--- src/rtl/pipelined_ripple_adder_n_if.sv ---
// Operand/result handshake bundle for pipelined_ripple_adder_n.
// The ovf signal exists only when ADD_PIPE_OVF_EN is defined.
interface pipelined_ripple_adder_n_if #(
    parameter int N = 16
);
    logic         in_valid;
    logic         in_ready;
    logic [N-1:0] a;
    logic [N-1:0] b;
    logic         cin;
    logic         sub;
    logic         out_valid;
    logic         out_ready;
    logic [N-1:0] s;
    logic         cout;
`ifdef ADD_PIPE_OVF_EN
    logic         ovf;
`endif

    // Producer/consumer side: drives operands and result backpressure
    modport master (
        output in_valid, a, b, cin, sub, out_ready,
        input  in_ready, out_valid, s, cout
`ifdef ADD_PIPE_OVF_EN
        , input ovf
`endif
    );

    // Adder side
    modport slave (
        input  in_valid, a, b, cin, sub, out_ready,
        output in_ready, out_valid, s, cout
`ifdef ADD_PIPE_OVF_EN
        , output ovf
`endif
    );
endinterface

--- src/rtl/pipelined_ripple_adder_n.sv ---
// N-bit adder/subtractor split into SEG-bit ripple segments, one per stage.
// Each stage resolves one segment, registers its carry, forwards the still
// unused upper operand bits (skew) and the already finished lower sum bits
// (de-skew), so a full result leaves the last stage every clock.
// The whole pipeline stalls together when the output is held.
// Optional macro ADD_PIPE_OVF_EN adds the signed overflow output ovf.
module pipelined_ripple_adder_n #(
    parameter int N   = 16,
    parameter int SEG = 4
) (
    input  logic                      clk,
    input  logic                      rst,
    pipelined_ripple_adder_n_if.slave bus
);
    localparam int STAGES = (SEG > 0) ? (N / SEG) : 1;

    if (SEG < 1 || N < SEG || (N % SEG) != 0) begin : param_check_g
        $error("pipelined_ripple_adder_n: N must be a non-zero multiple of SEG");
    end

    logic adv;
    logic in_ready;
    logic init_d;
    logic init_q;

    // Input side opens only on the first clock after reset has been released
    always_comb begin
        init_d = 1'b1;
    end

    // Reset-release flag, cleared asynchronously and set synchronously
    always_ff @(posedge clk or posedge rst) begin
        if (rst) begin
            init_q <= 1'b0;
        end else begin
            init_q <= init_d;
        end
    end

    // Global advance: every stage moves unless a held result blocks the exit
    always_comb begin
        adv      = ~stage_g[STAGES-1].v_q | bus.out_ready;
        in_ready = adv & init_q;
    end

    for (genvar k = 0; k < STAGES; k++) begin : stage_g
        localparam int W_OP = N - k * SEG;
        localparam int W_LO = k * SEG;

        logic [W_OP-1:0]       a_i;
        logic [W_OP-1:0]       b_i;
        logic                  c_i;
        logic                  v_i;
        logic [SEG:0]          seg_sum;
        logic [W_LO+SEG-1:0]   s_d;
        logic [W_LO+SEG-1:0]   s_q;
        logic                  c_d;
        logic                  c_q;
        logic                  v_d;
        logic                  v_q;

        if (k == 0) begin : src_g
            // Capture: apply add/sub mode (invert b, force carry-in) on entry
            always_comb begin
                a_i = bus.a;
                b_i = bus.sub ? ~bus.b : bus.b;
                c_i = bus.sub ? 1'b1 : bus.cin;
                v_i = bus.in_valid & in_ready;
            end

            // First segment starts the de-skewed sum
            always_comb begin
                s_d = seg_sum[SEG-1:0];
            end
        end else begin : src_g
            // Take the skewed operands and carry from the previous stage
            always_comb begin
                a_i = stage_g[k-1].op_g.a_q;
                b_i = stage_g[k-1].op_g.b_q;
                c_i = stage_g[k-1].c_q;
                v_i = stage_g[k-1].v_q;
            end

            // Append this segment above the sum bits finished upstream
            always_comb begin
                s_d = {seg_sum[SEG-1:0], stage_g[k-1].s_q};
            end
        end

        // Ripple-add the lowest remaining segment
        always_comb begin
            seg_sum = {1'b0, a_i[SEG-1:0]} + {1'b0, b_i[SEG-1:0]} + {{SEG{1'b0}}, c_i};
            c_d     = seg_sum[SEG];
            v_d     = v_i;
        end

        // Stage valid, carry and partial sum; frozen while stalled
        always_ff @(posedge clk or posedge rst) begin
            if (rst) begin
                v_q <= 1'b0;
                c_q <= 1'b0;
                s_q <= '0;
            end else if (adv) begin
                v_q <= v_d;
                c_q <= c_d;
                s_q <= s_d;
            end
        end

        if (k < STAGES - 1) begin : op_g
            logic [W_OP-SEG-1:0] a_d;
            logic [W_OP-SEG-1:0] a_q;
            logic [W_OP-SEG-1:0] b_d;
            logic [W_OP-SEG-1:0] b_q;

            // Forward only the operand bits later stages still need
            always_comb begin
                a_d = a_i[W_OP-1:SEG];
                b_d = b_i[W_OP-1:SEG];
            end

            // Operand skew registers
            always_ff @(posedge clk or posedge rst) begin
                if (rst) begin
                    a_q <= '0;
                    b_q <= '0;
                end else if (adv) begin
                    a_q <= a_d;
                    b_q <= b_d;
                end
            end
        end

`ifdef ADD_PIPE_OVF_EN
        if (k == STAGES - 1) begin : ovf_g
            logic ovf_d;
            logic ovf_q;

            // Carry into the MSB equals a^b^s there, so ovf = a^b^s^cout at bit N-1
            always_comb begin
                ovf_d = a_i[W_OP-1] ^ b_i[W_OP-1] ^ seg_sum[SEG-1] ^ seg_sum[SEG];
            end

            // Overflow travels with the result it belongs to
            always_ff @(posedge clk or posedge rst) begin
                if (rst) begin
                    ovf_q <= 1'b0;
                end else if (adv) begin
                    ovf_q <= ovf_d;
                end
            end
        end
`endif
    end

    // Last stage drives the result side of the bus
    always_comb begin
        bus.in_ready  = in_ready;
        bus.out_valid = stage_g[STAGES-1].v_q;
        bus.s         = stage_g[STAGES-1].s_q;
        bus.cout      = stage_g[STAGES-1].c_q;
`ifdef ADD_PIPE_OVF_EN
        bus.ovf       = stage_g[STAGES-1].ovf_g.ovf_q;
`endif
    end
endmodule

--- src/flat_wrapper.sv ---
// flat-port wrapper written by rule: the top's interface ports become plain ports
module pipelined_ripple_adder_n_flat 
#(
    parameter int N   = 16,
    parameter int SEG = 4
)
  (clk, rst, bus_in_valid, bus_a, bus_b, bus_cin, bus_sub, bus_out_ready, bus_in_ready, bus_out_valid, bus_s, bus_cout);
  pipelined_ripple_adder_n_if #(.N(N)) bus_i ();
  input  logic clk;
  input  logic rst;
  input wire logic [$bits(bus_i.in_valid)-1:0] bus_in_valid;
  input wire logic [$bits(bus_i.a)-1:0] bus_a;
  input wire logic [$bits(bus_i.b)-1:0] bus_b;
  input wire logic [$bits(bus_i.cin)-1:0] bus_cin;
  input wire logic [$bits(bus_i.sub)-1:0] bus_sub;
  input wire logic [$bits(bus_i.out_ready)-1:0] bus_out_ready;
  output wire logic [$bits(bus_i.in_ready)-1:0] bus_in_ready;
  output wire logic [$bits(bus_i.out_valid)-1:0] bus_out_valid;
  output wire logic [$bits(bus_i.s)-1:0] bus_s;
  output wire logic [$bits(bus_i.cout)-1:0] bus_cout;
  assign bus_i.in_valid = bus_in_valid;
  assign bus_i.a = bus_a;
  assign bus_i.b = bus_b;
  assign bus_i.cin = bus_cin;
  assign bus_i.sub = bus_sub;
  assign bus_i.out_ready = bus_out_ready;
  assign bus_in_ready = bus_i.in_ready;
  assign bus_out_valid = bus_i.out_valid;
  assign bus_s = bus_i.s;
  assign bus_cout = bus_i.cout;
  pipelined_ripple_adder_n #(.N(N), .SEG(SEG)) u_core (.clk(clk), .rst(rst), .bus(bus_i));
endmodule
--- config.mk ---
export PLATFORM = sky130hd
export DESIGN_NAME = pipelined_ripple_adder_n_flat
export DESIGN_NICKNAME = d
export VERILOG_FILES = /design/src/rtl/pipelined_ripple_adder_n_if.sv /design/src/rtl/pipelined_ripple_adder_n.sv /design/src/flat_wrapper.sv
export SDC_FILE = /design/constraint.sdc
export NUM_CORES = 1
export LEC_CHECK = 0
export ABC_AREA = 0
export CORE_ASPECT_RATIO = 1.75
export CORE_MARGIN = 8
export CORE_UTILIZATION = 35
export CTS_BUF_LIST = sky130_fd_sc_hd__clkbuf_4 sky130_fd_sc_hd__clkbuf_8
export DETAILED_ROUTE_END_ITERATION = 10
export GPL_TIMING_DRIVEN = 0
export HOLD_SLACK_MARGIN = 0.03
export PLACE_DENSITY_LB_ADDON = 0.25
export SLEW_MARGIN = 20
export SYNTH_ARGS = -nofsm -noshare
export SYNTH_HDL_FRONTEND = slang
export SYNTH_SLANG_ARGS = --single-unit
--- constraint.sdc ---
create_clock -name clk -period 3.8 [get_ports clk]
set_clock_uncertainty 0.2 [all_clocks]
set_input_delay 0.76 -clock clk [delete_from_list [all_inputs] [get_ports clk]]
set_output_delay 0.76 -clock clk [all_outputs]
set_load 0.1 [all_outputs]
Word-level counts from Yosys, hierarchy flattened
Index checks and enable logic that the tools add are counted.
Word-level totals
  logic and storage cells: 34
  output and inout port bits: 19
  bits of input ports: 38
  flip-flop bits (word level): 97
Operators by class
  add/subtract/negate cells: 8
  bitwise logic cells: 5
  mux-type cells: 2
Operators by type and width (number)
  $add A4 B4 Y5: 4
  $add A5 B1 Y5: 4
  $mux W16: 1
  $not A16 Y16: 1
  $and A1 B1 Y1: 2
  $mux W1: 1
  $not A1 Y1: 1
  $or A1 B1 Y1: 1

Longest topological paths before layout
  depth in word-level cells: 4
  gate-level depth with buffers: 8
  mapped depth without buffers: 6

Worst setup path before layout
No wires, ideal clock.
  kind: reg2out
  start: register u_core.stage_g[3].v_q (netlist: u_core.bus.out_valid)
  end: output bus_in_ready
  buffers on the path: 2
  slack: 826 ps
  data arrival time: 2014 ps
  data required time: 2840 ps
  cell stages (with the launch flop): 5
  cells stage by stage: dfrtp_1 nand2b_1 buf_4 buf_2 and2_1
Between the ends
  cells in the longest elaborated chain, start to end: 3
RTL lines
  start: declaration: RTL line pipelined_ripple_adder_n.sv:60  | logic v_q;
  start signal: assignment: RTL line pipelined_ripple_adder_n.sv:104  | v_q <= v_d;
  $not A1 Y1: RTL line pipelined_ripple_adder_n.sv:42  | adv = ~stage_g[STAGES-1].v_q | bus.out_ready;
  $or A1 B1 Y1: RTL line pipelined_ripple_adder_n.sv:42
  $and A1 B1 Y1: RTL line pipelined_ripple_adder_n.sv:43  | in_ready = adv & init_q;
  end: declaration: RTL line flat_wrapper.sv:17  | output wire logic [$bits(bus_i.in_ready)-1:0] bus_in_ready;
Every way passes these cells.

Worst setup path in the final report
  start: input bus_out_ready
  end: output bus_in_ready
Between the ends
  cells in the longest elaborated chain, start to end: 2
RTL lines
  start: declaration: RTL line flat_wrapper.sv:16  | input wire logic [$bits(bus_i.out_ready)-1:0] bus_out_ready;
  $or A1 B1 Y1: RTL line pipelined_ripple_adder_n.sv:42
  $and A1 B1 Y1: RTL line pipelined_ripple_adder_n.sv:43
Every way passes these cells.

==> results.txt <==
----------------------------------------------------
[Synth]
  Sequential share of the synthesized area ... 0.566
  Synth Area per Inst ... 9.48 sq um
  Synthesized instance count ... 452
  Total of flip-flops plus latches after synthesis ... 97
  Post-synthesis instance area ... 4290 sq um
  YS warnings ... 0
  Distinct cell type count after synthesis ... 26
  Net count after synthesis ... 510

[Timing]
  Number of max-slew violations in the final report ... 0
  Max-Slew Margin vs Limit ... 0.341
  Hold_ws ... 267 ps
  Minimum clock period after layout ... 3670 ps
  Final period utilization ... 0.965
  RSZ-0062 raised after global routing ... false
  Worst-margin pin slew ... 986 ps
  Final setup vio count ... 0
  Number of hold violations in the final report ... 0
  Fmax ... 273 MHz

[Clock network]
  Cts bufs inserted ... 9
  Deepest level of the CTS H-tree ... 3
  Clock network latency to the later pin of the worst-skew pair ... 360 ps
  Clock input transition at the sequential cells of the worst setup and hold paths ... 90 ps
  Post-CTS repair timing setup buffer count ... 0
  Clock root cell ... sky130_fd_sc_hd__clkbuf_8
  Cts-stage hold buffer count ... 0
  Buffer depth of the longest clock path ... 2
  Clock tree from TritonCTS ... built
  Clock sink total ... 97

[Routing]
  Iteration-0 DRC Markers ... 79
  Vias per std cell ... 4.40
  Final wirelength ... 9060 um
  Remaining design rule violation count ... 0
  First-pass iteration count of the detailed router ... 4
  Routed vias ... 3026
  Antenna viol nets, final ... 0
  Wire length per cell after detailed routing ... 13.2 um

[Finish]
  Diodes inserted ... 0
  Number of nets in the finished design ... 577
  Synth-to-layout area growth ... 22.7%
  Share of layout cells above drive strength 1 ... 0.0822
  Final core utilization ... 0.438

[Global routing]
  Global router's overall resource usage ... 0.120
  Vias in the first global route ... 3334
  Initial antenna violation count ... 0
  Sum of overflow across all layers after global routing ... 0
  Pin count of the biggest net entering global routing ... 81
  Wire length of the first global-routing pass ... 15200 um

[Critical path]
  Setup crit start kind ... input port
  Cell with the biggest individual delay on the critical path ... sky130_fd_sc_hd__clkdlybuf4s15_1
  Buf/Inv on CP ... 4
  Critical path peak fanout ... 10
  Critical path class ... input port to output pin
  Worst path cell trace ... clkdlybuf4s50_1 > nand2b_1 > buf_4 > buf_2 > and2_1 > clkdlybuf4s15_1
  Element type at the critical path end ... output pin
  Largest delay contributor family on the critical path ... buffers and inverters
  Data arrival, critical path ... 2710 ps
  Delay of the slowest critical-path stage ... 820 ps
  Worst EP required ... 2840 ps

[Floorplanning]
  IO Pins ... 57
  Core area ... 12000 sq um
  Die Ht ... 162 um
  Number of rows created at floorplan ... 53
  Die Wd ... 99.6 um
  Starting Density ... 0.357
  Total Die Area ... 16200 sq um

[Place]
  Count of input and output buffers ... 55
  Placer congestion estimate ... 0.746
  Detailed Place HPWL ... 6870 um

[Power]
  Maximum vdd ir drop ... 0.249 mV
  Power Density ... 857 nW/um^2
  Total chip power ... 4.51 mW
  Static power due to leakage ... 2.59 nW

[Run]
  Max cap viols ... 0

[Run status]
  Run status ... finished, final reports clean

[Min path]
  Classification of the worst-slack hold path ... flip-flop to flip-flop

----------------------------------------------------
[synthesized netlist by cell type]
cell / number / area (sq um)
sky130_fd_sc_hd__nand2_1: 214 / 803
sky130_fd_sc_hd__dfrtp_1: 97 / 2430
sky130_fd_sc_hd__o21ai_0: 22 / 110
sky130_fd_sc_hd__a21oi_1: 12 / 60.1
sky130_fd_sc_hd__buf_4: 12 / 90.1
sky130_fd_sc_hd__ha_1: 12 / 150
sky130_fd_sc_hd__xnor2_1: 12 / 105
sky130_fd_sc_hd__buf_2: 10 / 50.1
sky130_fd_sc_hd__inv_1: 10 / 37.5
sky130_fd_sc_hd__xor2_1: 10 / 87.6
sky130_fd_sc_hd__nor2_1: 9 / 33.8
sky130_fd_sc_hd__fa_1: 8 / 160
sky130_fd_sc_hd__a21o_1: 5 / 37.5
sky130_fd_sc_hd__nor2b_1: 3 / 18.8
sky130_fd_sc_hd__o21ai_1: 3 / 15.0
sky130_fd_sc_hd__nand2b_1: 2 / 12.5
sky130_fd_sc_hd__o21a_1: 2 / 15.0
sky130_fd_sc_hd__a211oi_1: 1 / 7.51
sky130_fd_sc_hd__and2_1: 1 / 6.26
sky130_fd_sc_hd__buf_6: 1 / 11.3
sky130_fd_sc_hd__conb_1: 1 / 3.75
sky130_fd_sc_hd__nand3_1: 1 / 5.00
sky130_fd_sc_hd__nor2b_4: 1 / 13.8
sky130_fd_sc_hd__nor3_1: 1 / 5.00
sky130_fd_sc_hd__o31ai_2: 1 / 12.5
sky130_fd_sc_hd__or2_2: 1 / 6.26
[registers in the layout (all words and copies together) (netlist names)]
signal / count
u_core.stage_g.v_q: 3
u_core.stage_g.c_q: 3
u_core.stage_g.op_g.b_q: 24
u_core.stage_g.op_g.a_q: 24
u_core.bus.out_valid: 1
u_core.bus.s: 16
u_core.bus.cout: 1
u_core.stage_g.s_q: 24
u_core.init_q: 1
[cell families after synthesis]
logic type	synth area share
AOI/OAI and AO/OA	0.0601
other	0.000875
adders and majority gates	0.0724
and+or+nand+nor	0.211
xor gates and xnor gates	0.0450
buffers and inverters	0.0441
DFF	0.566
[worst min-delay path: stages (launching register included)]
cell,delay [ps]
sky130_fd_sc_hd__dfrtp_1,350
sky130_fd_sc_hd__nand2_1,50
sky130_fd_sc_hd__nand2_1,50
[metrics by stage]
step / setup TNS [ps] / setup WS [ps] / std cells / cell area (sq um)
global placement: -104580 / -1080 / 672 / 5040
global route: 0 / 22.8 / 688 / 5260
CTS: 0 / 87.5 / 688 / 5260
finish: 0 / 134 / 688 / 5260
detailed placement: -182 / -182 / 673 / 5070
floorplan: 0 / 306 / 452 / 4290
[cells in the final DEF (no fill, tap or decap), types with 10 or more instances in the layout]
master                            count
sky130_fd_sc_hd__buf_2               10
sky130_fd_sc_hd__clkdlybuf4s50_1     54
sky130_fd_sc_hd__o21ai_0             22
sky130_fd_sc_hd__xor2_1              10
sky130_fd_sc_hd__a21oi_1             12
sky130_fd_sc_hd__nand2_1            214
sky130_fd_sc_hd__xnor2_1             12
sky130_fd_sc_hd__buf_4               12
sky130_fd_sc_hd__ha_1                12
sky130_fd_sc_hd__dfrtp_1             97
[report_power, final]
group / switching, mW / internal [mW]
registers: 0.238 / 1.48
clock network: 0.333 / 0.313
logic: 1.45 / 0.692
total: 2.02 / 2.48
[final timing paths]
kind                                          startpoint                       endpoint  slack [ps]  depth (start not counted)
max                                        bus_out_ready                   bus_in_ready         130                          6
max reg2reg                u_core.stage_g[2].op_g.a_q[0]                u_core.bus.cout        1780                          5
min                                u_core.stage_g[2].v_q          u_core.stage_g[2].v_q         270                          2
max in group asynchronous                            rst  u_core.stage_g[0].op_g.a_q[3]        2270                          3
min in group asynchronous                            rst                u_core.bus.s[3]         500                          2
min reg2reg                        u_core.stage_g[2].v_q          u_core.stage_g[2].v_q         270                          2
[final cells by class]
cell class / count / area, sq um
Clock buffer: 11 / 139
Buffer: 23 / 151
Inverter: 10 / 42.5
Multi-Input combinational cell: 322 / 1670
Timing Repair Buffer: 56 / 578
Tap cell: 165 / 206
Fill cell: 1217 / 6740
Clock inverter: 4 / 45.0
Sequential cell: 97 / 2430
[routing by layer]
layer  share of wire  track usage
met2            0.54        0.226
met4           0.022       0.0672
met1            0.41        0.121
met5               0            0
met3           0.034       0.0197
[timing repair]
action,4_1_cts,5_1_grt
setup endpoints to repair,1,1
pin swaps,0,0
resized for setup,1,1
No activity file was read; power rests on OpenSTA's default activity.
==> patch (same settings) <==
`SEG` is set to 4 in 2 places; all go to 2.
--- a/src/rtl/pipelined_ripple_adder_n.sv
+++ b/src/rtl/pipelined_ripple_adder_n.sv
@@ -6,7 +6,7 @@
 // Optional macro ADD_PIPE_OVF_EN adds the signed overflow output ovf.
 module pipelined_ripple_adder_n #(
     parameter int N   = 16,
-    parameter int SEG = 4
+    parameter int SEG = 2
 ) (
     input  logic                      clk,
     input  logic                      rst,
--- a/src/flat_wrapper.sv
+++ b/src/flat_wrapper.sv
@@ -2,7 +2,7 @@
 module pipelined_ripple_adder_n_flat 
 #(
     parameter int N   = 16,
-    parameter int SEG = 4
+    parameter int SEG = 2
 )
   (clk, rst, bus_in_valid, bus_a, bus_b, bus_cin, bus_sub, bus_out_ready, bus_in_ready, bus_out_valid, bus_s, bus_cout);
   pipelined_ripple_adder_n_if #(.N(N)) bus_i ();
Formal check against the unedited RTL: not equivalent (a bounded check fails within 10 cycles, from zero or initial values and one cycle with rst high).
==> patch against the unedited design <==
- clock power rose to 2.5 times the old value
- setup slack improved by 0.38 ns
- wire length up 60%
- total power rose by 86%
- sequential cell count rose by 104
- core utilization down 1.7 points
- cell area up 86%
- area after synthesis increased by 90%
- non-clock buffer count up 8
- maximum frequency increased by 12%
- sequential power increased by 110%
- via count grew 38%
- critical endpoint unchanged
- largest cell class unchanged
==> patch: results (changes against the unedited design) <==
INFO  metric yosys-top-cells-area = dfrtp_1 (62%), mux2_2 (23%), fa_1 (3.9%)
INFO  metric antennaDiodeCount = 1 (+1)
INFO  metric synth-seq-area-share = 61.66% (+5.0 points)
INFO  metric number_of_vias_in_the_routed_layout = 4182 (+38%)
INFO  metric status = complete, no violations
INFO  metric met1Wirelength = 5.271 mm (+43%)
INFO  metric synth_top_cells_by_count = dfrtp_1 (201), mux2_2 (165), inv_1 (38)
INFO  metric inv_count = 38 (+28)
INFO  metric nonClockBufferCount = 87 (+10%)
INFO  metric cts.htree.levels = 1 (-2)
INFO  metric dp.final_hpwl = 10.85 mm (+58%)
INFO  metric ff_latch_area = 5030 um^2 (+110%)
INFO  metric clk_share = 5.707% (+2.2 points)
INFO  metric drtIter0Drc = 212 (+170%)
INFO  metric place_worst_setup_slack = -0.1639 ns (+0.01817 ns)
INFO  metric timing_worst_slew_pin_value = 1.006 ns (+0.01966 ns)
INFO  metric power-per-cell-area = 858.3 nW/um^2 (+0.18%)
INFO  metric post_synth.cell_area_avg = 15.66 um^2 (+65%)
INFO  metric finish.instance_area = 9757 um^2 (+86%)
INFO  metric synth_nets = 575 (+13%)
INFO  metric grt_pass1_wl = 23.97 mm (+57%)
INFO  metric power.sequential.total = 0.00360 W (+110%)
INFO  metric power.combinational.fraction = 37.4% (-10 points)
INFO  metric yosys.area_share.xor_xnor = 1.718% (-2.8 points)
INFO  metric gr-usage-met2 = 20.07% (-2.5 points)
## patch: changes by cell type after synthesis, moves of 9 or more
cell	unedited run	this run
ha_1	12	0
inv_1	10	38
xnor2_1	12	3
o21ai_0	22	1
buf_6	1	15
nor3b_1	0	16
dfrtp_1	97	201
nand2_1	214	1
mux2_2	0	165
mux2_1	0	9
## patch: final timing paths
kind | start | endpoint | slack [ns] | depth (start not counted)
setup / recovery | u_core.bus.out_valid | bus_in_ready | 0.52 | 5
hold / removal | u_core.stage_g[6].v_q | u_core.bus.out_valid | 0.27 | 1
hold reg to reg | u_core.stage_g[6].v_q | u_core.bus.out_valid | 0.27 | 1
min in group asynchronous | rst | u_core.stage_g[0].op_g.a_q[13] | 0.40 | 2
max in group asynchronous | rst | u_core.stage_g[0].op_g.a_q[5] | 1.77 | 6
setup reg to reg | u_core.bus.out_valid | u_core.stage_g[4].s_q[7] | 1.97 | 4
